### src/rtl/cpu_ctrl_pkg.sv
// Shared types and constants for the pipeline hazard / forwarding controller.
// Holds the forward-mux encodings, the shadow stage record and the match helpers.
package cpu_ctrl_pkg;

   localparam logic [1:0] FWD_RF    = 2'b00;
   localparam logic [1:0] FWD_MEMWB = 2'b01;
   localparam logic [1:0] FWD_EXMEM = 2'b10;

   localparam int REC_AW = 5;

   typedef struct packed {
      logic              valid;
      logic [REC_AW-1:0] rd;
      logic              regwrite;
      logic              memread;
      logic [REC_AW-1:0] rs1;
      logic [REC_AW-1:0] rs2;
      logic              rs1_used;
      logic              rs2_used;
   } stage_rec_t;

   // x0 is hardwired zero, so a write to it never produces a forwardable value.
   function automatic logic writes_reg(input stage_rec_t r, input logic [REC_AW-1:0] rs);
      return r.valid & r.regwrite & (r.rd != '0) & (r.rd == rs);
   endfunction

   // Younger producer (EX/MEM) wins over the older one (MEM/WB).
   function automatic logic [1:0] fwd_sel(input stage_rec_t exmem, input stage_rec_t memwb,
                                          input logic [REC_AW-1:0] rs, input logic used);
      if (!used)                return FWD_RF;
      if (writes_reg(exmem, rs)) return FWD_EXMEM;
      if (writes_reg(memwb, rs)) return FWD_MEMWB;
      return FWD_RF;
   endfunction

endpackage

### src/rtl/fwd_hazard_ctrl_if.sv
// Datapath <-> hazard controller bundle: ID decode fields, branch outcome,
// forward selects, stall/flush controls and event counters.
interface fwd_hazard_ctrl_if #(
   parameter int REG_AW = 5,
   parameter int CNT_W  = 32
);
   logic              id_valid_i;
   logic [REG_AW-1:0] id_rs1_i;
   logic [REG_AW-1:0] id_rs2_i;
   logic              id_rs1_used_i;
   logic              id_rs2_used_i;
   logic [REG_AW-1:0] id_rd_i;
   logic              id_regwrite_i;
   logic              id_memread_i;
   logic              ex_branch_taken_i;
   logic [1:0]        fwd_a_sel_o;
   logic [1:0]        fwd_b_sel_o;
   logic              stall_o;
   logic              flush_o;
   logic [CNT_W-1:0]  stall_cnt_o;
   logic [CNT_W-1:0]  flush_cnt_o;

   modport master (
      output id_valid_i, id_rs1_i, id_rs2_i, id_rs1_used_i, id_rs2_used_i,
             id_rd_i, id_regwrite_i, id_memread_i, ex_branch_taken_i,
      input  fwd_a_sel_o, fwd_b_sel_o, stall_o, flush_o, stall_cnt_o, flush_cnt_o
   );

   modport slave (
      input  id_valid_i, id_rs1_i, id_rs2_i, id_rs1_used_i, id_rs2_used_i,
             id_rd_i, id_regwrite_i, id_memread_i, ex_branch_taken_i,
      output fwd_a_sel_o, fwd_b_sel_o, stall_o, flush_o, stall_cnt_o, flush_cnt_o
   );
endinterface

### src/rtl/ctrl_stage_reg.sv
// One shadow pipeline record; a bubble loads an all-zero (invalid) record.
module ctrl_stage_reg
   import cpu_ctrl_pkg::*;
(
   input  logic       clk,
   input  logic       rst,
   input  logic       bubble,
   input  stage_rec_t d,
   output stage_rec_t q
);
   always_ff @(posedge clk or posedge rst) begin
      if (rst)         q <= '0;
      else if (bubble) q <= '0;
      else             q <= d;
   end
endmodule

### src/rtl/fwd_hazard_ctrl.sv
// EX-stage operand forwarding selects, load-use stall and taken-branch flush,
// driven from shadow copies of the ID/EX, EX/MEM and MEM/WB records.
module fwd_hazard_ctrl
   import cpu_ctrl_pkg::*;
#(
   parameter int REG_AW = 5,
   parameter int CNT_W  = 32
) (
   input logic              clk_i,
   input logic              rst_i,
   fwd_hazard_ctrl_if.slave bus
);
   stage_rec_t       id_rec, id_ex, ex_mem, mem_wb;
   logic             load_use, stall, flush;
   logic [CNT_W-1:0] stall_cnt, flush_cnt;

   if (REG_AW != REC_AW) begin : g_aw_check
      $error("REG_AW must equal cpu_ctrl_pkg::REC_AW");
   end

   assign id_rec = '{valid:    bus.id_valid_i,
                     rd:       bus.id_rd_i,
                     regwrite: bus.id_regwrite_i,
                     memread:  bus.id_memread_i,
                     rs1:      bus.id_rs1_i,
                     rs2:      bus.id_rs2_i,
                     rs1_used: bus.id_rs1_used_i,
                     rs2_used: bus.id_rs2_used_i};

   ctrl_stage_reg u_id_ex  (.clk(clk_i), .rst(rst_i), .bubble(stall | flush), .d(id_rec), .q(id_ex));
   ctrl_stage_reg u_ex_mem (.clk(clk_i), .rst(rst_i), .bubble(1'b0),          .d(id_ex),  .q(ex_mem));
   ctrl_stage_reg u_mem_wb (.clk(clk_i), .rst(rst_i), .bubble(1'b0),          .d(ex_mem), .q(mem_wb));

   // Load result is only available from MEM/WB, so a consumer directly behind it waits one cycle.
   assign load_use = bus.id_valid_i & id_ex.valid & id_ex.memread & (id_ex.rd != '0) &
                     ((bus.id_rs1_used_i & (bus.id_rs1_i == id_ex.rd)) |
                      (bus.id_rs2_used_i & (bus.id_rs2_i == id_ex.rd)));

   // A flush kills the would-be stalled instruction, so it overrides the stall.
   assign flush = bus.ex_branch_taken_i & id_ex.valid;
   assign stall = load_use & ~flush;

   assign bus.stall_o     = stall;
   assign bus.flush_o     = flush;
   assign bus.fwd_a_sel_o = id_ex.valid ? fwd_sel(ex_mem, mem_wb, id_ex.rs1, id_ex.rs1_used) : FWD_RF;
   assign bus.fwd_b_sel_o = id_ex.valid ? fwd_sel(ex_mem, mem_wb, id_ex.rs2, id_ex.rs2_used) : FWD_RF;

   always_ff @(posedge clk_i or posedge rst_i) begin
      if (rst_i) begin
         stall_cnt <= '0;
         flush_cnt <= '0;
      end else begin
         if (stall && !(&stall_cnt)) stall_cnt <= stall_cnt + 1'b1;
         if (flush && !(&flush_cnt)) flush_cnt <= flush_cnt + 1'b1;
      end
   end

   assign bus.stall_cnt_o = stall_cnt;
   assign bus.flush_cnt_o = flush_cnt;

   // Record fields carried for completeness but not consulted downstream.
   logic unused_rec;
   assign unused_rec = ^{id_ex.regwrite, ex_mem.memread, ex_mem.rs1, ex_mem.rs2,
                         ex_mem.rs1_used, ex_mem.rs2_used, mem_wb.memread, mem_wb.rs1,
                         mem_wb.rs2, mem_wb.rs1_used, mem_wb.rs2_used};
endmodule

### src/flat_wrapper.sv
// flat-port wrapper written by rule: the top's interface ports become plain ports
module fwd_hazard_ctrl_flat import cpu_ctrl_pkg::*;
#(
   parameter int REG_AW = 5,
   parameter int CNT_W  = 32
)
  (clk_i, rst_i, bus_id_valid_i, bus_id_rs1_i, bus_id_rs2_i, bus_id_rs1_used_i, bus_id_rs2_used_i, bus_id_rd_i, bus_id_regwrite_i, bus_id_memread_i, bus_ex_branch_taken_i, bus_fwd_a_sel_o, bus_fwd_b_sel_o, bus_stall_o, bus_flush_o, bus_stall_cnt_o, bus_flush_cnt_o);
  fwd_hazard_ctrl_if #(.REG_AW(REG_AW), .CNT_W(CNT_W)) bus_i ();
  input logic clk_i;
  input logic rst_i;
  input wire logic [$bits(bus_i.id_valid_i)-1:0] bus_id_valid_i;
  input wire logic [$bits(bus_i.id_rs1_i)-1:0] bus_id_rs1_i;
  input wire logic [$bits(bus_i.id_rs2_i)-1:0] bus_id_rs2_i;
  input wire logic [$bits(bus_i.id_rs1_used_i)-1:0] bus_id_rs1_used_i;
  input wire logic [$bits(bus_i.id_rs2_used_i)-1:0] bus_id_rs2_used_i;
  input wire logic [$bits(bus_i.id_rd_i)-1:0] bus_id_rd_i;
  input wire logic [$bits(bus_i.id_regwrite_i)-1:0] bus_id_regwrite_i;
  input wire logic [$bits(bus_i.id_memread_i)-1:0] bus_id_memread_i;
  input wire logic [$bits(bus_i.ex_branch_taken_i)-1:0] bus_ex_branch_taken_i;
  output wire logic [$bits(bus_i.fwd_a_sel_o)-1:0] bus_fwd_a_sel_o;
  output wire logic [$bits(bus_i.fwd_b_sel_o)-1:0] bus_fwd_b_sel_o;
  output wire logic [$bits(bus_i.stall_o)-1:0] bus_stall_o;
  output wire logic [$bits(bus_i.flush_o)-1:0] bus_flush_o;
  output wire logic [$bits(bus_i.stall_cnt_o)-1:0] bus_stall_cnt_o;
  output wire logic [$bits(bus_i.flush_cnt_o)-1:0] bus_flush_cnt_o;
  assign bus_i.id_valid_i = bus_id_valid_i;
  assign bus_i.id_rs1_i = bus_id_rs1_i;
  assign bus_i.id_rs2_i = bus_id_rs2_i;
  assign bus_i.id_rs1_used_i = bus_id_rs1_used_i;
  assign bus_i.id_rs2_used_i = bus_id_rs2_used_i;
  assign bus_i.id_rd_i = bus_id_rd_i;
  assign bus_i.id_regwrite_i = bus_id_regwrite_i;
  assign bus_i.id_memread_i = bus_id_memread_i;
  assign bus_i.ex_branch_taken_i = bus_ex_branch_taken_i;
  assign bus_fwd_a_sel_o = bus_i.fwd_a_sel_o;
  assign bus_fwd_b_sel_o = bus_i.fwd_b_sel_o;
  assign bus_stall_o = bus_i.stall_o;
  assign bus_flush_o = bus_i.flush_o;
  assign bus_stall_cnt_o = bus_i.stall_cnt_o;
  assign bus_flush_cnt_o = bus_i.flush_cnt_o;
  fwd_hazard_ctrl #(.REG_AW(REG_AW), .CNT_W(CNT_W)) u_core (.clk_i(clk_i), .rst_i(rst_i), .bus(bus_i));
endmodule
### config.mk
export PLATFORM = sky130hd
export DESIGN_NAME = fwd_hazard_ctrl_flat
export DESIGN_NICKNAME = d
export VERILOG_FILES = /design/src/rtl/cpu_ctrl_pkg.sv /design/src/rtl/fwd_hazard_ctrl_if.sv /design/src/rtl/ctrl_stage_reg.sv /design/src/rtl/fwd_hazard_ctrl.sv /design/src/flat_wrapper.sv
export SDC_FILE = /design/constraint.sdc
export NUM_CORES = 1
export LEC_CHECK = 0
export CORE_MARGIN = 2
export CORE_UTILIZATION = 45
export CTS_BUF_LIST = sky130_fd_sc_hd__clkbuf_8
export CTS_CLUSTER_SIZE = 25
export DETAILED_ROUTE_END_ITERATION = 12
export PLACE_DENSITY = 0.82
export SLEW_MARGIN = 0
export SYNTH_ARGS = -nofsm -noshare
export SYNTH_HDL_FRONTEND = slang
export SYNTH_SLANG_ARGS = --single-unit
### constraint.sdc
create_clock -name clk_i -period 3.5 [get_ports clk_i]
set_input_delay 0.7 -clock clk_i [delete_from_list [all_inputs] [get_ports clk_i]]
set_output_delay 0.7 -clock clk_i [all_outputs]
set_load 0.1 [all_outputs]
==> out/qor.csv <==
stage,metric,value,unit
synthesis,synth_area,4370,sq um
cts,post_cts_hold_buffer_count,0,
cells_and_area,antenna-diode-count,0,
grt,grt_pass1_wl,15300,microns
grt,antenna_found_initial,0,
power_and_ir_drop,power,0.00242,W
outcome,outcome,completed,
cells_and_area,flow.area_growth_from_synthesis,27.9,%
cts,cts_post_setup_buffers_inserted,0,
grt,gr-usage-all-layers,18.6,%
synthesis,post-synth-top-area-fraction,56.1,%
cells_and_area,layout.area.seq,2450,sq um
timing,clock_skew,12.2,ps
cells_and_area,area_of_combinational_cells_with_multiple_inputs,1870,sq um
drt,detail_route.iter0.violations,67,
cts,clock-root-buffer,sky130_fd_sc_hd__clkbuf_8,
placement,postPlaceCellArea,5400,sq um
drt,number_of_vias_per_cell,5.09,
drt,route.detailed.drc,0,
timing,timing.final.crit_share,88.2,%
cts,clkTransAtPathRegs,90,ps
synthesis,netlist_top_cells_count,"sky130_fd_sc_hd__dfrtp_1 (98), sky130_fd_sc_hd__xnor2_1 (64), sky130_fd_sc_hd__xor2_1 (28)",
worst_hold_path,hold_path_class,flip-flop to flip-flop,
floorplanning,die-area,10500,sq um
drt,wire_per_inst,15.3,microns
cts,h-tree-depth,3,
timing,report.final.slew_viol_count,0,
power_and_ir_drop,vdd_drop_max,0.182,mV
floorplanning,initial_utilization,46.9,%
timing,final_hold_viol_count,0,
cts,cts_tree,yes,
synthesis,synthDominantAreaCellType,sky130_fd_sc_hd__dfrtp_1,
floorplanning,placementRows,35,
synthesis,leading_cell_types_by_total_area_after_synthesis,"sky130_fd_sc_hd__dfrtp_1 (56%), sky130_fd_sc_hd__xnor2_1 (13%), sky130_fd_sc_hd__xor2_1 (5.6%), sky130_fd_sc_hd__nand4_1 (3.7%), sky130_fd_sc_hd__nand3_1 (3.0%)",
cts,postCtsResizedCells,0,
power_and_ir_drop,power.switching_fraction,31.3,%
grt,overflow,0,
cts,clock_insertion_delay_worst_skew,350,ps
placement,port-buffer-count,92,
cells_and_area,finalNonFillerCells,613,
critical_path,criticalPathCategory,primary input to primary output,
critical_path,cp_data_required_time,2800,ps
synthesis,synthCells,379,
grt,grt_max_degree,99,
floorplanning,chipWidth,103,microns
timing,relSlewSlack,33.7,%
synthesis,async_flop_share,100,%
synthesis,synth_cell_types,33,
timing,finalSetupViolations,0,
timing,max_freq,324,MHz
cells_and_area,num-nets-final,504,
timing,hold_slack,365,ps
timing,post_layout_minimum_cycle_time,3090,ps
timing,grt_setup_unrepaired,no,
grt,via_count_of_the_first_global_routing_pass,3140,
synthesis,ys_dominant_reg_cell,sky130_fd_sc_hd__dfrtp_1,
power_and_ir_drop,power.net_switching,0.000758,W
power_and_ir_drop,combPwrFrac,18.8,%
placement,hpwl,6870,microns
synthesis,yosys.cell_count.top_type,sky130_fd_sc_hd__dfrtp_1,
timing,tightestPinTransition,991,ps
floorplanning,fp.coreArea,9330,sq um
floorplanning,die_height,103,microns
drt,postRouteAntennaNets,0,
drt,dr_total_vias,3119,
placement,cell_count_after_placement,597,
drt,routed_wl,9350,microns
timing,totalNegativeSetupSlack,0,ps
power_and_ir_drop,intPower,0.00167,W
synthesis,synthesis.yosys.warnings,0,
cts,ctsLongestPathBuffers,2,
synthesis,ys_seq_elements,98,
power_and_ir_drop,p_clk_share,29.5,%
cts,cts_num_sinks,98,
critical_path,crit_path_start_kind,primary input,
synthesis,synthesis.nets,404,
critical_path,worst_ep_arrival_time,2390,ps
synthesis,syn_area_per_cell,11.5,sq um
floorplanning,floorplan.io_pins,93,
cells_and_area,design_area,5590,sq um
synthesis,count_of_flip_flops_with_a_built_in_enable_after_synthesis,0,
power_and_ir_drop,seqPwrFrac,51.8,%
placement,finalWeightedCongestion,0.901,
critical_path,worstPathMaxFanout,6,
cts,tritoncts_buffers,9,
critical_path,element_type_at_the_critical_path_end,primary output,
run,drv_cap,0,
synthesis,seq_area_frac_synth,56.1,%
power_and_ir_drop,power.density_cell_area,434,nW/um^2
cells_and_area,share_of_cells_above_drive_strength_1,11.6,%
drt,drt_pass1_iterations,4,
power_and_ir_drop,power.leakage,2.48,nW
cells_and_area,nFillCells,775,
layer usage:
metal | vias to the layer above | wire (microns) | GRT usage, %
met4 | 0 | 130 | 6.36
li1 | 1499 | - | -
met5 | - | 0 | 0
met3 | 11 | 448 | 3.86
met1 | 1539 | 4180 | 25.4
met2 | 70 | 4590 | 29.7
worst max-delay path, stage by stage:
cell and delay (ps):
sky130_fd_sc_hd__clkdlybuf4s50_1 510, sky130_fd_sc_hd__xnor2_1 150, sky130_fd_sc_hd__nand4_1 150, sky130_fd_sc_hd__o22ai_1 420, sky130_fd_sc_hd__and2_1 270, sky130_fd_sc_hd__buf_12 190
cells by family (layout without fill, tap and decap cells):
group | Yosys count | in the layout | share of synthesized area (%)
and+or+nand+nor | 167 | 167 | 22.1
DFF | 98 | 98 | 56.1
xor gates and xnor gates | 92 | 92 | 18.4
buffers and inverters | 12 | 117 | 1.40
AOI/OAI and AO/OA | 6 | 6 | 0.944
adders and majority gates | 2 | 2 | 0.572
muxes | 2 | 2 | 0.515
cell usage in the layout, fill, tap and decap left out:
master and instances:
sky130_fd_sc_hd__nand4_1 26, sky130_fd_sc_hd__nand3_1 26, sky130_fd_sc_hd__o311a_1 1, sky130_fd_sc_hd__buf_12 2
sky130_fd_sc_hd__nor3_2 2, sky130_fd_sc_hd__nor4_4 2, sky130_fd_sc_hd__nand4_2 1, sky130_fd_sc_hd__or4_1 2
sky130_fd_sc_hd__clkinv_2 2, sky130_fd_sc_hd__nand3b_1 1, sky130_fd_sc_hd__and2_1 3, sky130_fd_sc_hd__xnor2_1 64
sky130_fd_sc_hd__dfrtp_1 98, sky130_fd_sc_hd__ha_1 2, sky130_fd_sc_hd__inv_1 8, sky130_fd_sc_hd__o211ai_1 2
sky130_fd_sc_hd__a21oi_1 1, sky130_fd_sc_hd__clkbuf_8 10, sky130_fd_sc_hd__and3b_1 1, sky130_fd_sc_hd__nor4bb_1 1
sky130_fd_sc_hd__and3_1 17, sky130_fd_sc_hd__nor2b_1 20, sky130_fd_sc_hd__xor2_1 28, sky130_fd_sc_hd__nand2_1 27
sky130_fd_sc_hd__o21ai_0 1, sky130_fd_sc_hd__clkdlybuf4s50_1 62, sky130_fd_sc_hd__buf_4 30, sky130_fd_sc_hd__or3_1 2
sky130_fd_sc_hd__o22ai_1 1, sky130_fd_sc_hd__nor2_1 13, sky130_fd_sc_hd__nor3b_1 1, sky130_fd_sc_hd__clkinv_4 1
sky130_fd_sc_hd__nor2_2 2, sky130_fd_sc_hd__mux2_2 2, sky130_fd_sc_hd__and4_1 7, sky130_fd_sc_hd__clkinvlp_4 1
sky130_fd_sc_hd__nor4_1 5, sky130_fd_sc_hd__nor3_1 8, sky130_fd_sc_hd__bufinv_16 1
per-stage QoR:
step,utilization (%),setup WS [ps]
floorplan,-,238
global placement,57.9,513
detailed placement,57.9,404
CTS,60.0,393
global route,60.0,270
finish,60.0,412
sequential cells by signal, indices dropped and copies added (netlist names):
register / cells
u_core.u_mem_wb.q: 7
u_core.bus.flush_cnt_o: 32
u_core.u_id_ex.q: 20
u_core.u_ex_mem.q: 7
u_core.bus.stall_cnt_o: 32
final cells by class:
| cell class | count | share of cell area [%] |
|---|---|---|
| flip-flops and latches | 98 | 43.8 |
| inverters | 7 | 0.492 |
| repair buffers | 94 | 15.8 |
| clock buffers | 10 | 2.46 |
| multi-input cells | 269 | 33.4 |
| well taps | 129 | 2.89 |
| clock inverters | 6 | 1.05 |
power by group through the flow:
| stage | Combinational (W) | Clock, W | Sequential (W) |
|---|---|---|---|
| floorplan | 0.000126 | 0 | 0.00147 |
| global placement | 0.000451 | 0 | 0.00127 |
| detailed placement | 0.000458 | 0 | 0.00128 |
| CTS | 0.000459 | 0.000739 | 0.00126 |
| global route | 0.000483 | 0.000787 | 0.00126 |
| finish | 0.000455 | 0.000715 | 0.00125 |
worst paths after layout:
| kind | from | end | slack [ps] | cells after the start |
|---|---|---|---|---|
| max | bus_id_rs1_i[4] | bus_stall_o | 410 | 6 |
| min | u_core.u_id_ex.q[13] | u_core.u_ex_mem.q[13] | 360 | 0 |
| max reg2reg | u_core.u_id_ex.q[18] | u_core.bus.stall_cnt_o[1] | 1130 | 5 |
| min reg2reg | u_core.u_id_ex.q[13] | u_core.u_ex_mem.q[13] | 360 | 0 |
| max in group asynchronous | rst_i | u_core.u_mem_wb.q[18] | 2310 | 3 |
| min in group asynchronous | rst_i | u_core.bus.flush_cnt_o[29] | 780 | 3 |
(Power assumes the default switching activity.)
